`src/rtl/serial_adder_pkg.sv`:
```
// Shared types and constants for the bit-serial adder controller.
package serial_adder_pkg;

    typedef enum logic [1:0] {
        IDLE = 2'd0,
        RUN  = 2'd1,
        DONE = 2'd2
    } sa_state_t;

    localparam int unsigned SA_DEFAULT_WIDTH = 8;

endpackage

```
`src/rtl/full_adder.sv`:
```
// One-bit full adder slice.
module full_adder (
    input  logic a,
    input  logic b,
    input  logic c_in,
    output logic c_out,
    output logic sum
);

    assign sum   = a ^ b ^ c_in;
    assign c_out = (a & b) | (c_in & (a ^ b));

endmodule

```
`src/rtl/serial_adder_ctrl.sv`:
```
// Bit-serial WIDTH-bit adder: one full_adder slice stepped LSB-first, one bit per cycle.
// Optional SERIAL_ADDER_OVERFLOW_EN adds a registered two's-complement overflow output ovf.
module serial_adder_ctrl
    import serial_adder_pkg::*;
#(
    parameter int unsigned WIDTH = SA_DEFAULT_WIDTH
) (
    input  logic             clk,
    input  logic             rst,
    input  logic             start,
    input  logic [WIDTH-1:0] a,
    input  logic [WIDTH-1:0] b,
    input  logic             c_in,
    output logic             ready,
    output logic             busy,
    output logic             done,
    output logic [WIDTH-1:0] sum,
    output logic             c_out
`ifdef SERIAL_ADDER_OVERFLOW_EN
    ,
    output logic             ovf
`endif
);

    localparam int unsigned CNT_W = $clog2(WIDTH);

    sa_state_t        state;
    logic [CNT_W-1:0] cnt;
    logic [WIDTH-1:0] a_sh;
    logic [WIDTH-1:0] b_sh;
    logic             carry;
    logic             fa_sum;
    logic             fa_cout;
    logic             last_bit;

    full_adder u_fa (
        .a     (a_sh[0]),
        .b     (b_sh[0]),
        .c_in  (carry),
        .c_out (fa_cout),
        .sum   (fa_sum)
    );

    assign last_bit = (cnt == CNT_W'(WIDTH - 1));

    // Status flags depend only on the state register.
    assign ready = (state == IDLE);
    assign busy  = (state == RUN) || (state == DONE);
    assign done  = (state == DONE);

    always_ff @(posedge clk) begin
        if (rst) begin
            state <= IDLE;
            cnt   <= '0;
            a_sh  <= '0;
            b_sh  <= '0;
            carry <= 1'b0;
            sum   <= '0;
            c_out <= 1'b0;
`ifdef SERIAL_ADDER_OVERFLOW_EN
            ovf   <= 1'b0;
`endif
        end else begin
            case (state)
                IDLE: begin
                    if (start) begin
                        a_sh  <= a;
                        b_sh  <= b;
                        carry <= c_in;
                        cnt   <= '0;
                        state <= RUN;
                    end
                end
                RUN: begin
                    // Result bits enter from the MSB so bit 0 lands at sum[0] after WIDTH steps.
                    sum   <= {fa_sum, sum[WIDTH-1:1]};
                    a_sh  <= a_sh >> 1;
                    b_sh  <= b_sh >> 1;
                    carry <= fa_cout;
                    if (last_bit) begin
                        c_out <= fa_cout;
`ifdef SERIAL_ADDER_OVERFLOW_EN
                        ovf   <= carry ^ fa_cout;
`else
`endif
                        state <= DONE;
                    end else begin
                        cnt <= cnt + CNT_W'(1);
                    end
                end
                DONE: begin
                    state <= IDLE;
                end
                default: begin
                    state <= IDLE;
                end
            endcase
        end
    end

endmodule

```
`config.mk`:
```
export PLATFORM = sky130hd
export DESIGN_NAME = serial_adder_ctrl
export DESIGN_NICKNAME = d
export VERILOG_FILES = /design/src/rtl/serial_adder_pkg.sv /design/src/rtl/full_adder.sv /design/src/rtl/serial_adder_ctrl.sv
export SDC_FILE = /design/constraint.sdc
export NUM_CORES = 1
export LEC_CHECK = 0
export ABC_AREA = 1
export CAP_MARGIN = 15
export CORE_ASPECT_RATIO = 0.7
export CORE_MARGIN = 1
export CORE_UTILIZATION = 50
export DETAILED_ROUTE_END_ITERATION = 8
export PLACE_DENSITY_LB_ADDON = 0.05
export RECOVER_POWER = 100
export SKIP_LAST_GASP = 1
export SYNTH_ARGS = -nofsm -noshare
export SYNTH_HDL_FRONTEND = slang
export SYNTH_HIERARCHICAL = 1
export SYNTH_SLANG_ARGS = --single-unit
```
`constraint.sdc`:
```
create_clock -name clk -period 1.55 [get_ports clk]
set_input_delay 0.31 -clock clk [delete_from_list [all_inputs] [get_ports clk]]
set_output_delay 0.31 -clock clk [all_outputs]
set_load 0.005 [all_outputs]
```
# After elaboration in Yosys (flattened, before gate mapping)
# Index checks and enable logic that the tools add are counted.
dict set report word_totals {
  mem_bits_rw 0
  inputBits 20
  memories 0
  out_inout_bits 12
  latch_bits 0
  ff_bits 31
  rom_bits 0
}
dict set report classes {
  n_shift 0
  addsub 1
  eq_ne 6
  div 0
  n_mul 0
  n_reduce_logical 7
  muxes 12
  order_cmp 0
  bitwise 5
}
# operator n
set ops {}
lappend ops {{case mux 8 bit (2 select lines)} 2}
lappend ops {{2-to-1 mux 8 bit} 2}
lappend ops {{2-to-1 mux 3 bit} 2}
lappend ops {{!= test 2 bit, second input constant} 3}
lappend ops {{case mux 3 bit (2 select lines)} 1}
lappend ops {{AND reduction 2 bit} 3}
lappend ops {{2-to-1 mux 2 bit} 2}
lappend ops {{case mux 2 bit (2 select lines)} 1}
lappend ops {{adder 3 x 1 -> 3 bit, second input constant} 1}
lappend ops {{== test 3 bit, second input constant} 1}
lappend ops {{AND reduction 3 bit} 1}
lappend ops {{bitwise AND 1 bit} 2}
lappend ops {{== test 2 x 1 -> 1 bit, second input constant} 1}
lappend ops {{== test 2 bit, second input constant} 1}
lappend ops {{logical NOT 2 bit} 1}
lappend ops {{case mux 1 bit (2 select lines)} 1}
lappend ops {{nonzero test 2 bit} 1}
lappend ops {{XOR 1 bit} 2}
lappend ops {{logical OR 1 bit} 1}
lappend ops {{2-to-1 mux 1 bit} 1}
lappend ops {{OR 1 bit} 1}

# Logic depth before layout (Yosys ltp)
# Gate-level depths: netlist (run 1).
dict set report depth {
  depth_word 4
  depth_mapped 9
}

# Cells and area by module
# Netlist (run 1), hierarchy kept.
# mod seq_area_each_um2 cells_per_inst instances area_per_inst_um2
set modules_own_cells {}
lappend modules_own_cells {serial_adder_ctrl 620.6 215 1 1507.7}
lappend modules_own_cells {full_adder 0.0 1 1 20.0}

# Worst setup path before layout (run 1)
# OpenSTA, ideal clock, no wires.
dict set report synth_timing {
  kind {register to register}
  from {register state[0]}
  to {register a_sh[0]}
  stages_incl_launch_ff 9
  n_path_buf 2
  path_slack_ns 0.168
  period_less_slack_ns 1.382
  arrival_ns 1.269
  required_time_ns 1.437
  cell_sequence {dfxtp_1 > inv_1 > ha_1 > buf_4 > nand2_1 > o21ai_4 > buf_6 > o21ai_1 > nor2_1}
}
dict set report synth_via {
  elab_chain_cells 3
}
# item line
set synth_lines {}
lappend synth_lines {{start: declaration} serial_adder_ctrl.sv:27} ;# sa_state_t state;
lappend synth_lines {{start signal: assignment} serial_adder_ctrl.sv:53} ;# state <= IDLE;
lappend synth_lines {{start signal: assignment} serial_adder_ctrl.sv:71} ;# state <= RUN;
lappend synth_lines {{start signal: assignment} serial_adder_ctrl.sv:86} ;# state <= DONE;
lappend synth_lines {{logical NOT 2 bit (*)} --}
lappend synth_lines {{via ready} serial_adder_ctrl.sv:14} ;# output logic ready,
lappend synth_lines {{!= test 2 bit (no line) / nonzero test 2 bit (equally long branches)} --}
lappend synth_lines {{AND reduction 2 bit (no line)} --}
lappend synth_lines {{end signal: assignment} serial_adder_ctrl.sv:77} ;# a_sh <= a_sh >> 1;
lappend synth_lines {{end: declaration} serial_adder_ctrl.sv:29} ;# logic [WIDTH-1:0] a_sh;
# Mark *: on every way through the listed nets, which the timed path passes. The rest lies on a longest branch.
# A chain may end at the register's enable or synchronous reset.

# Worst setup path in the final report (run 1)
dict set report layout_timing {
  from {register state[0]}
  to {output port busy}
}
dict set report layout_via {
  elab_chain_cells 2
}
# item line
set layout_lines {}
lappend layout_lines {{== test 2 x 1 -> 1 bit / == test 2 bit (equally long branches)} serial_adder_ctrl.sv:48} ;# assign busy = (state == RUN) || (state == DONE);
lappend layout_lines {{logical OR 1 bit (*)} serial_adder_ctrl.sv:48}
lappend layout_lines {{end: declaration} serial_adder_ctrl.sv:15} ;# output logic busy,
# Every way passes the cells marked *; elsewhere a longest branch is shown, timed or not.

==> reports/metrics.yaml, run 1 <==
clkSinkCount: 31
initial_core_util: 0.5374
yosys.area_share.simple: 0.3145
htree_levels: 2
drv_slew: 0
grt_max_degree: 24
wire_per_inst_um: 11.40
outcome: "complete, no violations"
final.period_utilization: 0.9659
maxCapViolations: 0
drt_pass1_iterations: 4
route.detailed.drc: 0
dpl_worst_slack_ns: -0.02033
grt_pass1_wl_mm: 5.388
final_cells: 296
cp-start-kind: "register"
slowest_stage: "dfxtp_2"
crit_fanout: 3
die_h_um: 48.25
fmax_mhz: 667.9
crit_required_ns: 1.24
area_growth_pct: 34.23
utilization: 0.7214
met2_usage: 0.3353
synth_area_leaders: "dfxtp_1, nand2_1, nor2_1, ha_1, o21ai_0"
layout.nets: 288
cts_tree: "done"
p_leak_uw: 0.0009879
synth_compound_area_frac: 0.1204
antenna_found_initial: 0
core_area_mm2: 0.002843
grt_pass1_vias: 1217
synth_adder_area_share: 0.07043
crit_chain: "inv_2, ha_2, dlygate4sd2_1"
fp.dieW_um: 68.07
dp_cells: 285
finalSetupViolations: 0
ir_worst_vdd_mv: 1.198
yosysSeqAreaShare: 0.4062
vias: 1450
grt_use_met1: 0.3144
met3_usage: 0.06075
syn-num-nets: 244
portBuffers: 31
synth_top_area_frac: 0.4062
cts_hold_buf: 0
via_per_inst: 4.899
clk-insertion-delay-late_ns: 0.27
synth_xor_area_frac: 0
ys_top_cells_by_count: "nand2_1, nor2_1, dfxtp_1, o21ai_0, inv_1"
synthArstFlopShare: 0
multi_input_area_um2: 779.5
critPathKind: "register to output pin"
first_iter_violations: 96
fin_hold_ws_ns: 0.4590
rsz0062_at_grt: "true"
top_usage_layer: "met2"
post_synth_num_cell_types: 21
gp_congestion: 0.8127
routed_wl_mm: 3.373
die-area_mm2: 0.003284
power.density_mw_per_mm2: 2018
clockBufferDepth: 2
setup_ws_ns: 0.05279
netlist_area_mm2: 0.001528
synth_top_area_cell: "dfxtp_1"
diodes: 0
root_buffer: "clkbuf_8"
synth_edf_count: 0
yosysMostFrequentCell: "nand2_1"
dp_hpwl_mm: 2.349
synth-main-ff-cell: "dfxtp_1"
drive_gt1_frac: 0.1346
ant_nets: 0
floorplan.rows: 16
hold_path.class: "register to register"
worst_slew_pin_slew_ns: 0.3005
end_kind: "output pin"
skew_ns: 0.007093
avgSynthCellArea_um2: 7.073
ys_warn_count: 6
nFillCells: 223
synth_top_family_by_area: "simple AND/OR/NAND/NOR gates"
period_minus_slack_ns: 1.497
cts_buffers: 5
grt_usage: 0.2284
slowest_delay_ns: 0.33
hold_viol: 0
layout.area.seq_um2: 623.1
synth_mux_area_frac: 0
synth_cells: 216
io_pins: 32
overflow: 0
critPathArrivalTime_ns: 1.19
clkTransAtPathRegs_ns: 0.07
slew_headroom: 0.7997
ys_ff_latch: 31
-- metal layers --
metal / wire length, um / up-vias
met2: 1451 / 35
met5: 0 / -
met3: 177 / 6
li1: - / 758
met1: 1699 / 651
met4: 44 / 0
-- layout make-up --
class / count / area share
clock inverters: 1 / 0.002441
repair buffers: 47 / 0.2245
flip-flops and latches: 31 / 0.3038
clock buffers: 6 / 0.04027
inverters: 14 / 0.02685
well taps: 36 / 0.02196
multi-input cells: 161 / 0.3801
-- path summary, 6_finish.rpt --
kind | startpoint | to | slack (ns) | depth (start not counted)
setup / recovery | state[0] | busy | 0.05 | 3
hold / removal | b_sh[7] | b_sh[7] | 0.46 | 2
setup reg to reg | state[1] | cnt[1] | 0.07 | 10
hold reg to reg | b_sh[7] | b_sh[7] | 0.46 | 2
-- through the flow --
step	cell area, um2	power, uW	setup TNS [ns]
after CTS	2049	4136	0
after detailed placement	1931	3433	-0.04845
after global routing	2051	4470	-0.004786
after global placement	1931	3327	0
after floorplan	1528	2706	0
final	2051	4139	0
-- sequential cells by signal, summed over array words and instances (netlist names) --
register	count
a_sh	8
b_sh	8
c_out	1
carry	1
cnt	3
state	2
sum	8
-- power by group --
part | internal [uW] | switching [uW]
combinational | 972 | 1200
clock | 348 | 290
sequential | 1130 | 198
total | 2450 | 1690
-- worst max-delay path: cells and delay by family (launching register included) --
kind	cells	cell delay (ns)
buf+inv	2	0.32
fa+ha+maj	1	0.26
flops	1	0.33
-- placed cells by master (no fill, tap or decap), types with 3 or more instances in the layout --
cell and count:
nand4_1 3, ha_2 3, dfxtp_1 29, inv_1 10, clkbuf_8 6, nand2_1 62
buf_12 3, nor2_1 54, o21ai_0 14, a21oi_1 4, o21ai_1 9, buf_4 12
ha_1 4, dlygate4sd2_1 3, clkdlybuf4s50_1 28
-- cell families after synthesis --
| group | Yosys count |
|---|---|
| flops | 31 |
| fa+ha+maj | 8 |
| buf+inv | 24 |
| compound gates | 31 |
| simple gates | 122 |
-- repair_timing --
action | 4_1_cts | 5_1_grt
gates resized for setup | 8 | 2
pin swaps | 1 | 0
buffers inserted | 4 | 0
setup endpoints to repair | 9 | 19
endpoints found under the hold margin | 0 | 0
Power figures use the tool's default switching activity.
==> inputs of run 2 (changes only) <==
--- a/config.mk
+++ b/config.mk
@@ -9,8 +9,9 @@
 export CAP_MARGIN = 15
 export CORE_ASPECT_RATIO = 0.7
 export CORE_MARGIN = 1
-export CORE_UTILIZATION = 50
+export CORE_UTILIZATION = 53
 export DETAILED_ROUTE_END_ITERATION = 8
+export DONT_BUFFER_PORTS = 1
 export PLACE_DENSITY_LB_ADDON = 0.05
 export RECOVER_POWER = 100
 export SKIP_LAST_GASP = 1
==> run 2 against run 1 <==
Effect of this change: clock skew shrank 0.0025 ns; critical path depth grew 4; global-route usage shrank 1.2 points; power shrank 10%; sequential cell count is the same; fmax grew 3.0%; sequential power is essentially flat; non-clock buffer count shrank 38; highest routed layer unchanged.
==> reports/metrics.yaml, run 2 (synthesis gave the netlist of run 1 again) <==
clockBufferDepth: 2  # unchanged
dp_hpwl_mm: 1.948  # was 2.349 mm
cts_tree: "done"  # unchanged
grt_usage: 0.2165  # was 0.2284
grt_pass1_wl_mm: 4.926  # was 5.388 mm
crit_required_ns: 1.75  # was 1.24 ns
finalSetupViolations: 0  # unchanged
setup_ws_ns: 0.09689  # was 0.05279 ns
clkSinkCount: 31  # unchanged
initial_core_util: 0.5899  # was 0.5374
end_kind: "register"  # was output pin
vias: 1289  # was 1450
worst_slew_pin_slew_ns: 0.3030  # was 0.3005 ns
fmax_mhz: 688.2  # was 667.9 MHz
floorplan.rows: 15  # was 16
hp-start: "rst"  # was b_sh[7]
ant_nets: 0  # unchanged
crit_fanout: 17  # was 3
first_iter_violations: 65  # was 96
slowest_stage: "dfxtp_2"  # unchanged
grt_max_degree: 29  # was 24
drt_pass1_iterations: 4  # unchanged
outcome: "complete, no violations"  # unchanged
antenna_found_initial: 0  # unchanged
die-area_mm2: 0.003105  # was 0.003284 mm2
via_per_inst: 5.016  # was 4.899
reg_top3: "a_sh (8), b_sh (8), sum (8)"  # unchanged
portBuffers: 0  # was 31
layout.nets: 250  # was 288
rsz0062_at_grt: "false"  # was true
power.density_mw_per_mm2: 2227  # was 2018 mW/mm2
p_leak_uw: 0.0008227  # was 0.0009879 uW
layout_commonest_cell: "nand2_1"  # unchanged
cts_buffers: 5  # unchanged
hold_path.class: "primary input to register"  # was register to register
gp_congestion: 0.8029  # was 0.8127
slowest_delay_ns: 0.35  # was 0.33 ns
core_area_mm2: 0.002590  # was 0.002843 mm2
route.detailed.drc: 0  # unchanged
most-common-layout-cells: "nand2_1, nor2_1, dfxtp_1"  # unchanged
nFillCells: 230  # was 223
diodes: 0  # unchanged
period_minus_slack_ns: 1.453  # was 1.497 ns
final.period_utilization: 0.9375  # was 0.9659
cp-start-kind: "register"  # unchanged
clk-insertion-delay-late_ns: 0.27  # about the same
routed_wl_mm: 3.001  # was 3.373 mm
drive_gt1_frac: 0.1076  # was 0.1346
critPathArrivalTime_ns: 1.66  # was 1.19 ns
io_pins: 32  # unchanged
area_growth_pct: 9.255  # was 34.23%
setup_tns_ns: 0  # unchanged
overflow: 0  # unchanged
critPathLaunch: "state[0]"  # unchanged
dpl_worst_slack_ns: -0.03544  # was -0.02033 ns
die_h_um: 46.92  # was 48.25 um
clkTransAtPathRegs_ns: 0.06  # was 0.07 ns
fp.dieW_um: 66.17  # was 68.07 um
drv_slew: 0  # unchanged
grt_pass1_vias: 1085  # was 1217
critPathKind: "register to register"  # was register to output pin
htree_levels: 2  # unchanged
crit_chain: "inv_1, ha_4, nand2_4, o21ai_0, clkbuf_4, nand2_1, a21oi_1"  # was inv_2, ha_2, dlygate4sd2_1
maxCapViolations: 0  # unchanged
skew_ns: 0.004567  # was 0.007093 ns
root_buffer: "clkbuf_8"  # unchanged
cts_hold_buf: 0  # unchanged
reg2reg_from: "state[0]"  # was state[1]
slew_headroom: 0.7980  # was 0.7997
hold_viol: 0  # unchanged
ir_worst_vdd_mv: 0.8161  # was 1.198 mV
wire_per_inst_um: 11.68  # was 11.40 um
## run 2: cell count changes in the layout (fill, tap and decap cells not counted), moves of 2 or more
cell             before  now
buf_4                12    7
buf_12                3    0
clkdlybuf4s50_1      28    0
ha_2                  3    0
ha_4                  0    2
dlygate4sd2_1         3    0
## run 2: critical path: cells and delay by family (launching register included)
kind | cells | cell delay (ns)
DFF | 1 | 0.35
AOI/OAI and AO/OA | 2 | 0.21
and+or+nand+nor | 2 | 0.16
adders and majority gates | 1 | 0.24
buffers and inverters | 2 | 0.43
## run 2: through the flow
stage | total power (uW) | area, um2 | cells | hold WS, ns | util
final | 3717 | 1669 | 257 | 0.09699 | 0.6444
after global routing | 4072 | 1669 | 257 | 0.08238 | 0.6444
after CTS | 3783 | 1673 | 257 | 0.08993 | 0.6459
after detailed placement | 3028 | 1555 | 247 | 0.3821 | 0.6005
after global placement | 2963 | 1555 | 247 | 0.3800 | 0.6005
after floorplan | 2706 | 1528 | 216 | 0.3791 | -
## run 2: layer usage
layer  vias to the layer above  global-route usage  routed length (um)
li1                        686                   -                   -
met1                       574              0.2872                1501
met2                        24              0.3367                1345
met3                         5             0.07524                 132
met4                         0             0.06809                  22
met5                         -                   0                   0
## run 2: timing repair
item / CTS / global route
endpoints found under the setup margin: 17 / 16
resized for setup: 1 / 5
pin swaps: 1 / 0
buffers inserted: 2 / 0
## run 2: cell type report
| cell class | count | area (um2) | area share |
|---|---|---|---|
| Tap cell | 34 | 42.54 | 0.02549 |
| Multi-Input combinational cell | 161 | 785.8 | 0.4708 |
| Clock buffer | 8 | 100.1 | 0.05997 |
| Timing Repair Buffer | 9 | 63.81 | 0.03823 |
| Sequential cell | 31 | 621.8 | 0.3726 |
| Inverter | 14 | 55.05 | 0.03298 |
## run 2: final timing paths
check             endpoint  slack (ns)  depth (start not counted)
setup / recovery   a_sh[7]         0.1                          7
hold / removal       c_out         0.1                          1
setup reg to reg   a_sh[7]         0.1                          7
hold reg to reg    a_sh[7]        0.46                          2
## run 2: report_power, final
part           switching (uW)  total (uW)  leakage, uW  internal, uW
combinational            1050        1680     0.000516           639
sequential                219        1350     0.000256          1130
clock                     279         684    0.0000515           405
